$ cat config.mk
export PLATFORM = sky130hd
export DESIGN_NAME = mbox_mem_arb_flat
export DESIGN_NICKNAME = d
export VERILOG_FILES = /design/src/rtl/mbox_mem_arb_if.sv /design/src/rtl/mbox_mem_arb.sv /design/src/flat_wrapper.sv
export SDC_FILE = /design/constraint.sdc
export NUM_CORES = 1
export LEC_CHECK = 0
export CAP_MARGIN = 20
export CORE_MARGIN = 8
export CORE_UTILIZATION = 39
export CTS_BUF_LIST = sky130_fd_sc_hd__clkbuf_4
export DETAILED_ROUTE_END_ITERATION = 8
export PLACE_DENSITY_LB_ADDON = 0.3
export SYNTH_ARGS = -nofsm -noshare
export SYNTH_HDL_FRONTEND = slang
export SYNTH_SLANG_ARGS = --single-unit
$ cat constraint.sdc
create_clock -name mboxClk -period 2.4 [get_ports mboxClk]
set_input_delay 0.48 -clock mboxClk [delete_from_list [all_inputs] [get_ports mboxClk]]
set_output_delay 0.48 -clock mboxClk [all_outputs]
set_load 0.005 [all_outputs]
$ cat src/rtl/mbox_mem_arb_if.sv
// Requester/memory-side signal bundle for the MBOX core-memory arbiter.
// master drives requests and memory acks; slave is the arbiter.
interface mbox_mem_arb_if;
    logic        chanReq;
    logic        chanWrite;
    logic [21:0] chanAddr;
    logic        eboxReq;
    logic        eboxWrite;
    logic [21:0] eboxAddr;
    logic        sweepReq;
    logic [21:0] sweepAddr;
    logic        memAck;
    logic        nxmClr;
    logic [2:0]  grant;
    logic        memStart;
    logic        memWrite;
    logic [21:0] memAddr;
    logic        chanDone;
    logic        eboxDone;
    logic        sweepDone;
    logic        nxm;
    logic        nxmErr;

    modport master (
        output chanReq, chanWrite, chanAddr,
        output eboxReq, eboxWrite, eboxAddr,
        output sweepReq, sweepAddr,
        output memAck, nxmClr,
        input  grant, memStart, memWrite, memAddr,
        input  chanDone, eboxDone, sweepDone,
        input  nxm, nxmErr
    );

    modport slave (
        input  chanReq, chanWrite, chanAddr,
        input  eboxReq, eboxWrite, eboxAddr,
        input  sweepReq, sweepAddr,
        input  memAck, nxmClr,
        output grant, memStart, memWrite, memAddr,
        output chanDone, eboxDone, sweepDone,
        output nxm, nxmErr
    );
endinterface

$ cat src/rtl/mbox_mem_arb.sv
// MBOX core-memory arbiter: CHAN > EBOX > SWEEP with a CHAN burst limit,
// one memory cycle at a time, tracked to memAck or NXM timeout.
module mbox_mem_arb #(
    parameter int CHAN_BURST = 4,
    parameter int TIMEOUT    = 255
) (
    input logic           mboxClk,
    input logic           CROBAR,
    mbox_mem_arb_if.slave bus
);

    localparam int RW = $clog2(CHAN_BURST + 1);

    typedef enum logic [1:0] {
        S_IDLE,
        S_START,
        S_WAIT
    } state_t;

    state_t      r_state;
    state_t      w_next;
    logic [2:0]  r_grant;
    logic [21:0] r_addr;
    logic        r_write;
    logic [RW-1:0] r_run;
    logic [7:0]  r_timer;
    logic [2:0]  r_done;
    logic        r_nxm;
    logic        r_err;

    logic        w_any_req;
    logic        w_ebox_turn;
    logic [2:0]  w_sel;
    logic [21:0] w_sel_addr;
    logic        w_sel_write;
    logic        w_launch;
    logic        w_fin;
    logic        w_tmo;

    assign w_any_req = bus.chanReq | bus.eboxReq | bus.sweepReq;
    // EBOX overrides CHAN once the channel has used up its burst allowance
    assign w_ebox_turn = bus.eboxReq && (r_run == RW'(CHAN_BURST));

    always_comb begin
        w_sel       = 3'b000;
        w_sel_addr  = 22'd0;
        w_sel_write = 1'b0;
        priority case (1'b1)
            w_ebox_turn: begin
                w_sel       = 3'b010;
                w_sel_addr  = bus.eboxAddr;
                w_sel_write = bus.eboxWrite;
            end
            bus.chanReq: begin
                w_sel       = 3'b001;
                w_sel_addr  = bus.chanAddr;
                w_sel_write = bus.chanWrite;
            end
            bus.eboxReq: begin
                w_sel       = 3'b010;
                w_sel_addr  = bus.eboxAddr;
                w_sel_write = bus.eboxWrite;
            end
            bus.sweepReq: begin
                w_sel       = 3'b100;
                w_sel_addr  = bus.sweepAddr;
                w_sel_write = 1'b1;
            end
            default: begin
                w_sel       = 3'b000;
                w_sel_addr  = 22'd0;
                w_sel_write = 1'b0;
            end
        endcase
    end

    always_comb begin
        w_next   = r_state;
        w_launch = 1'b0;
        w_fin    = 1'b0;
        w_tmo    = 1'b0;
        unique case (r_state)
            S_IDLE: begin
                if (w_any_req) begin
                    w_launch = 1'b1;
                    w_next   = S_START;
                end
            end
            S_START: begin
                w_next = S_WAIT;
            end
            S_WAIT: begin
                // an ack arriving on the last allowed cycle still completes cleanly
                if (bus.memAck) begin
                    w_fin  = 1'b1;
                    w_next = S_IDLE;
                end else if (r_timer == 8'(TIMEOUT - 1)) begin
                    w_fin  = 1'b1;
                    w_tmo  = 1'b1;
                    w_next = S_IDLE;
                end
            end
            default: begin
                w_next = S_IDLE;
            end
        endcase
    end

    always_ff @(posedge mboxClk) begin
        if (CROBAR) begin
            r_state <= S_IDLE;
            r_grant <= 3'b000;
            r_addr  <= 22'd0;
            r_write <= 1'b0;
            r_run   <= '0;
            r_timer <= 8'd0;
            r_done  <= 3'b000;
            r_nxm   <= 1'b0;
            r_err   <= 1'b0;
        end else begin
            r_state <= w_next;
            r_done  <= w_fin ? r_grant : 3'b000;
            r_nxm   <= w_tmo;

            if (w_launch) begin
                r_grant <= w_sel;
                r_addr  <= w_sel_addr;
                r_write <= w_sel_write;
            end else if (w_fin) begin
                r_grant <= 3'b000;
                r_addr  <= 22'd0;
                r_write <= 1'b0;
            end

            if (r_state == S_START) begin
                r_timer <= 8'd0;
            end else if (r_state == S_WAIT) begin
                r_timer <= r_timer + 8'd1;
            end

            if (r_state == S_IDLE) begin
                if (!bus.eboxReq) begin
                    r_run <= '0;
                end else if (w_launch && w_sel[0]) begin
                    if (r_run != RW'(CHAN_BURST)) begin
                        r_run <= r_run + RW'(1);
                    end
                end else if (w_launch) begin
                    r_run <= '0;
                end
            end

            if (w_tmo) begin
                r_err <= 1'b1;
            end else if (bus.nxmClr) begin
                r_err <= 1'b0;
            end
        end
    end

    assign bus.grant     = r_grant;
    assign bus.memStart  = (r_state == S_START);
    assign bus.memWrite  = r_write;
    assign bus.memAddr   = r_addr;
    assign bus.chanDone  = r_done[0];
    assign bus.eboxDone  = r_done[1];
    assign bus.sweepDone = r_done[2];
    assign bus.nxm       = r_nxm;
    assign bus.nxmErr    = r_err;

endmodule
$ cat src/flat_wrapper.sv
// flat-port wrapper written by rule: the top's interface ports become plain ports
module mbox_mem_arb_flat 
#(
    parameter int CHAN_BURST = 4,
    parameter int TIMEOUT    = 255
)
  (mboxClk, CROBAR, bus_chanReq, bus_chanWrite, bus_chanAddr, bus_eboxReq, bus_eboxWrite, bus_eboxAddr, bus_sweepReq, bus_sweepAddr, bus_memAck, bus_nxmClr, bus_grant, bus_memStart, bus_memWrite, bus_memAddr, bus_chanDone, bus_eboxDone, bus_sweepDone, bus_nxm, bus_nxmErr);
  mbox_mem_arb_if bus_i ();
  input logic mboxClk;
  input logic CROBAR;
  input wire logic [$bits(bus_i.chanReq)-1:0] bus_chanReq;
  input wire logic [$bits(bus_i.chanWrite)-1:0] bus_chanWrite;
  input wire logic [$bits(bus_i.chanAddr)-1:0] bus_chanAddr;
  input wire logic [$bits(bus_i.eboxReq)-1:0] bus_eboxReq;
  input wire logic [$bits(bus_i.eboxWrite)-1:0] bus_eboxWrite;
  input wire logic [$bits(bus_i.eboxAddr)-1:0] bus_eboxAddr;
  input wire logic [$bits(bus_i.sweepReq)-1:0] bus_sweepReq;
  input wire logic [$bits(bus_i.sweepAddr)-1:0] bus_sweepAddr;
  input wire logic [$bits(bus_i.memAck)-1:0] bus_memAck;
  input wire logic [$bits(bus_i.nxmClr)-1:0] bus_nxmClr;
  output wire logic [$bits(bus_i.grant)-1:0] bus_grant;
  output wire logic [$bits(bus_i.memStart)-1:0] bus_memStart;
  output wire logic [$bits(bus_i.memWrite)-1:0] bus_memWrite;
  output wire logic [$bits(bus_i.memAddr)-1:0] bus_memAddr;
  output wire logic [$bits(bus_i.chanDone)-1:0] bus_chanDone;
  output wire logic [$bits(bus_i.eboxDone)-1:0] bus_eboxDone;
  output wire logic [$bits(bus_i.sweepDone)-1:0] bus_sweepDone;
  output wire logic [$bits(bus_i.nxm)-1:0] bus_nxm;
  output wire logic [$bits(bus_i.nxmErr)-1:0] bus_nxmErr;
  assign bus_i.chanReq = bus_chanReq;
  assign bus_i.chanWrite = bus_chanWrite;
  assign bus_i.chanAddr = bus_chanAddr;
  assign bus_i.eboxReq = bus_eboxReq;
  assign bus_i.eboxWrite = bus_eboxWrite;
  assign bus_i.eboxAddr = bus_eboxAddr;
  assign bus_i.sweepReq = bus_sweepReq;
  assign bus_i.sweepAddr = bus_sweepAddr;
  assign bus_i.memAck = bus_memAck;
  assign bus_i.nxmClr = bus_nxmClr;
  assign bus_grant = bus_i.grant;
  assign bus_memStart = bus_i.memStart;
  assign bus_memWrite = bus_i.memWrite;
  assign bus_memAddr = bus_i.memAddr;
  assign bus_chanDone = bus_i.chanDone;
  assign bus_eboxDone = bus_i.eboxDone;
  assign bus_sweepDone = bus_i.sweepDone;
  assign bus_nxm = bus_i.nxm;
  assign bus_nxmErr = bus_i.nxmErr;
  mbox_mem_arb #(.CHAN_BURST(CHAN_BURST), .TIMEOUT(TIMEOUT)) u_core (.mboxClk(mboxClk), .CROBAR(CROBAR), .bus(bus_i));
endmodule
Yosys cells after proc, flatten, opt, wreduce, memory -nomap -nowiden
Index checks and enable logic that the tools add are counted.

operators by class
  add/subtract/negate cells = 2
  multiply operators = 0
  divide/modulo/power cells = 0
  magnitude comparators = 0
  eq/ne operators = 9
  shift-type cells = 0
  multiplexer cells = 35
  bitwise operators = 3
  reductions and logical operators = 9

operators with widths
  operator                                                                  count
  22-bit two-way mux                                                        6
  3-bit two-way mux                                                         10
  1-bit two-way mux                                                         15
  8-bit by 1-bit adder with 8-bit output (second input constant)            1
  8-bit equality test (second input constant)                               1
  2-bit two-way mux                                                         3
  3-bit inequality test (second input constant)                             2
  2-bit case mux with 3 select lines                                        1
  2-bit nonzero test                                                        2
  2-bit OR reduction                                                        2
  3-bit by 1-bit adder with 3-bit output (second input constant)            1
  3-bit equality test (second input constant)                               1
  3-bit by 1-bit inequality test with 1-bit output (second input constant)  1
  3-bit by 2-bit inequality test with 1-bit output (second input constant)  1
  3-bit AND reduction                                                       1
  2-bit by 1-bit equality test with 1-bit output (second input constant)    1
  2-bit equality test (second input constant)                               1
  1-bit logical AND                                                         2
  2-bit zero test                                                           1
  2-bit by 1-bit inequality test with 1-bit output (second input constant)  1
  1-bit OR                                                                  2
  2-bit AND reduction                                                       1
  1-bit NOT                                                                 1

storage, ports and cells
  bits in registers = 44
  bits in latches = 0
  RAM bits = 0
  ROM bits = 0
  bits of input ports = 75
  output and inout bits = 32
  word-level logic and storage cells = 67
  memories = 0

Logic depth before layout (Yosys ltp)
  depth after elaboration = 7
  mapped depth = 8
  mapped depth without buffers = 6

Worst setup path after synthesis
No wires, ideal clock.

  kind = input to register
  from = input port bus_chanReq
  to = register u_core.r_addr[0] (netlist: u_core.bus.memAddr[0])
  library setup time = 71 ps
  data arrival time = 1650 ps
  required time = 2329 ps
  slack = 679 ps
  stages on the path = 4
  path buffers = 1
  cell sequence = or4_4 a221oi_4 buf_6 o2bb2ai_1

between the ends
  longest elaborated chain between the ends = 5
  elaborated cells on any way between the ends = 8
  classes of those cells = mux (5); bitwise (2); reduce/logical (1)

RTL lines
  what                                                      RTL line             source
  start, declared                                           flat_wrapper.sv:11   input wire logic [$bits(bus_i.chanReq)-1:0] bus_chanReq;
  1-bit OR (2 in series)                                    mbox_mem_arb.sv:40   assign w_any_req = bus.chanReq | bus.eboxReq | bus.sweepReq;
  1-bit two-way mux                                         mbox_mem_arb.sv:84   if (w_any_req) begin
  1-bit two-way mux                                         mbox_mem_arb.sv:82   unique case (r_state)
  22-bit two-way mux or 2-bit nonzero test (tied branches)  -
  end signal, assigned                                      mbox_mem_arb.sv:127  r_addr <= w_sel_addr;
  end, declared                                             mbox_mem_arb.sv:23   logic [21:0] r_addr;

Several ways; a longest one is shown, not always the timed one.
A chain may end at the register's enable or synchronous reset.

Final worst setup path
  from = register u_core.r_state[1]
  to = output port bus_memStart

between the ends
  longest elaborated chain between the ends = 1

RTL lines
  what                                            RTL line             source
  start, declared                                 mbox_mem_arb.sv:20   state_t r_state;
  start signal, assigned                          mbox_mem_arb.sv:121  r_state <= w_next;
  2-bit by 1-bit equality test with 1-bit output  mbox_mem_arb.sv:162  assign bus.memStart = (r_state == S_START);
  end, declared                                   flat_wrapper.sv:22   output wire logic [$bits(bus_i.memStart)-1:0] bus_memStart;

No other way between the ends.

==> results.toml <==
[run_status]
status = "complete, no violations"

[power]
power_frac_clock = 0.224
leakagePower_nw = 1.11
total_power_mw = 1.55
p_per_area_mw_per_mm2 = 491
ir_drop_mv = 0.385
p_sw_mw = 0.414
power.share.switching = 0.267
seqPwrFrac = 0.522
p_int_mw = 1.14
power_frac_comb = 0.254

[clocking]
h-tree-depth = 2
cts_setup_buffers = 0
clock_path_buffers = 2
numCtsBuffers = 5
cts.sinks = 44
cts_resized = 0
worstSkewPairLatency_ns = 0.34
clk_pin_slew_worst_paths_ns = 0.13
cts_tree = "built"
cts_hold_buf = 0
ctsRootBufferMaster = "clkbuf_4"

[floorplanning]
die_y_um = 86.0
die_x_um = 86.0
ios = 107
core-area_mm2 = 0.00472
initial_core_util = 0.405
fp-row-count = 25
die_area_mm2 = 0.00739

[placement]
io_buffers = 106
gp_congestion = 0.778
place_inst = 359
dp_hpwl_um = 4740

[cells_and_area]
instances_no_fill = 367
final_common_cell = "clkdlybuf4s50_1"
diodes = 0
syn2layout_area_growth_pct = 65.3
final_cell_mix = "106 x clkdlybuf4s50_1, 44 x dfxtp_1, 22 x o2bb2ai_1"
drive_gt1_frac = 0.0867
num-nets-final = 378
fillers = 383

[worst_setup_path]
timing.rr.start = "u_core.r_run[0]$_SDFFE_PP0P_"
slowest_delay_ns = 0.49
r2r_cells = 7
critPathLaunchType = "flip-flop"
worstPathArrival_ns = 1.52
setup.worst_path.start = "u_core.r_state[1]$_SDFFE_PP0P_"
reg2reg_to = "u_core.bus.memAddr[14]$_SDFFE_PP0P_"
critical_path_peak_fanout = 8
worstPathCellList = "nand2b_1, inv_1, clkdlybuf4s50_1"
rrSetupSlack_ns = 0.70
critical_path_class = "flip-flop to output pin"
critPathSlowestCell = "clkdlybuf4s50_1"
path_delay_family = "buffers and inverters"
cp-end-kind = "output pin"
cp.buffers_inverters = 2
worst_ep_required_time_ns = 1.92

[sta]
fmax_mhz = 499
min_period_ns = 2.00
tightest_slew_ns = 1.00
fin_skew_ns = 0.0104
fin_crit_sh = 0.835
slew_headroom = 0.332
setup_tns_ns = 0
slew_viol_final = 0
hold_viol_final = 0
rsz0062_at_grt = "no"
finalSetupViolCount = 0

[routing]
drc = 0
wl_per_cell_um = 16.5
vias = 1903
wirelength_um = 6050
antenna_left = 0
detail_route.iter0.violations = 114
viasPerCell = 5.19
drtPass1Iterations = 5

[global_routing]
grt_pass1_wl_um = 10000
gr-usage-all-layers = 0.167
grt_pass1_vias = 2042
grt_max_degree = 26
antenna_found_initial = 0
overflow = 0

[synthesis]
async_flop_share = 0
syn_avg_cell_area_um2 = 10.1
ys_types = 39
synth_enable_flop_cells = 0
ys_seq_elements = 44
ys.flop_type = "dfxtp_1"
seq_area_frac_synth = 0.461
syn-cell-area_mm2 = 0.00191
ys.warnings.count = 0
syn-instance-count = 189
synth_nets = 268

[job]
cap_violations = 0

[min_path]
holdPathStages = 1
hold_end = "u_core.bus.memAddr[21]$_SDFFE_PP0P_"
hp-start = "u_core.bus.memAddr[21]$_SDFFE_PP0P_"
hp-class = "flip-flop to flip-flop"
[synth_stat cells, drive strengths merged, types with 3 or more instances]
cell type / count / share of area
inv: 7 / 0.014
dfxtp: 44 / 0.46
and2: 4 / 0.013
a21oi: 8 / 0.021
nor2: 11 / 0.022
nand2: 13 / 0.026
o2bb2ai: 24 / 0.12
a222oi: 21 / 0.11
ha: 4 / 0.026
clkbuf: 11 / 0.022
or3: 3 / 0.0098
nand3: 4 / 0.010
nand2b: 3 / 0.0098
o21ai: 3 / 0.0079
[worst max path at each step]
stage / endpoint / cells after the start
2_1_floorplan: u_core.bus.memAddr[0]$_SDFFE_PP0P_ / 4
3_3_place_gp: u_core.bus.grant[2]$_SDFFE_PP0P_ / 5
3_5_place_dp: u_core.bus.memAddr[20]$_SDFFE_PP0P_ / 4
4_1_cts: bus_memStart / 3
5_1_grt: bus_memStart / 3
6_report: bus_memStart / 3
[per-layer routing]
layer	wire length [um]	track usage
met3	566	0.0716
met2	3010	0.287
met4	29	0.0334
met1	2440	0.186
met5	0	0
[state kept, by name, indices dropped and copies added (netlist names)]
name	flops
u_core.bus.memAddr	22
u_core.r_timer	8
u_core.bus.grant	3
u_core.r_done	3
u_core.r_run	3
u_core.r_state	2
u_core.bus.memWrite	1
u_core.bus.nxm	1
u_core.bus.nxmErr	1
[cells by family (layout without fill, tap and decap cells)]
logic type / after synthesis / after routing / share of synthesized area
buf+inv: 20 / 131 / 0.0472
mux: 1 / 1 / 0.00524
fa+ha+maj: 4 / 4 / 0.0262
compound gates: 65 / 65 / 0.303
simple gates: 51 / 51 / 0.139
flops: 44 / 44 / 0.461
xor+xnor: 4 / 4 / 0.0183
[metrics by stage]
| step | setup WS (ns) | area [um2] | hold slack [ns] | util |
|---|---|---|---|---|
| after floorplan | 0.679 | 1910 | 0.449 | - |
| after global placement | 0.170 | 3100 | 0.444 | 0.657 |
| after detailed placement | 0.0990 | 3100 | 0.450 | 0.657 |
| after CTS | 0.376 | 3160 | 0.483 | 0.669 |
| after global routing | 0.284 | 3160 | 0.487 | 0.669 |
| final | 0.395 | 3160 | 0.477 | 0.669 |
[power by group through the flow]
stage | registers (mW) | logic [mW] | clock network [mW]
global placement | 0.825 | 0.390 | 0
finish | 0.810 | 0.393 | 0.347
global route | 0.816 | 0.428 | 0.390
detailed placement | 0.824 | 0.396 | 0
floorplan | 0.823 | 0.137 | 0
CTS | 0.810 | 0.398 | 0.362
[worst reg2reg max path: cells and delay by family (launching register included)]
| kind | cells | cell delay (ns) |
|---|---|---|
| adders and majority gates | 1 | 0.17 |
| AOI/OAI and AO/OA | 2 | 0.50 |
| buffers and inverters | 2 | 0.26 |
| and+or+nand+nor | 2 | 0.29 |
| DFF | 1 | 0.35 |
[area by class of cell]
type                            instances  area [um2]  area share
Inverter                                7        26.3     0.00832
Clock buffer                            5        37.5      0.0119
Timing Repair Buffer                  116        1150       0.364
Multi-Input combinational cell        125         962       0.305
Clock inverter                          3        18.8     0.00594
Tap cell                               67        83.8      0.0265
Sequential cell                        44         881       0.279
Power figures use the tool's default switching activity.
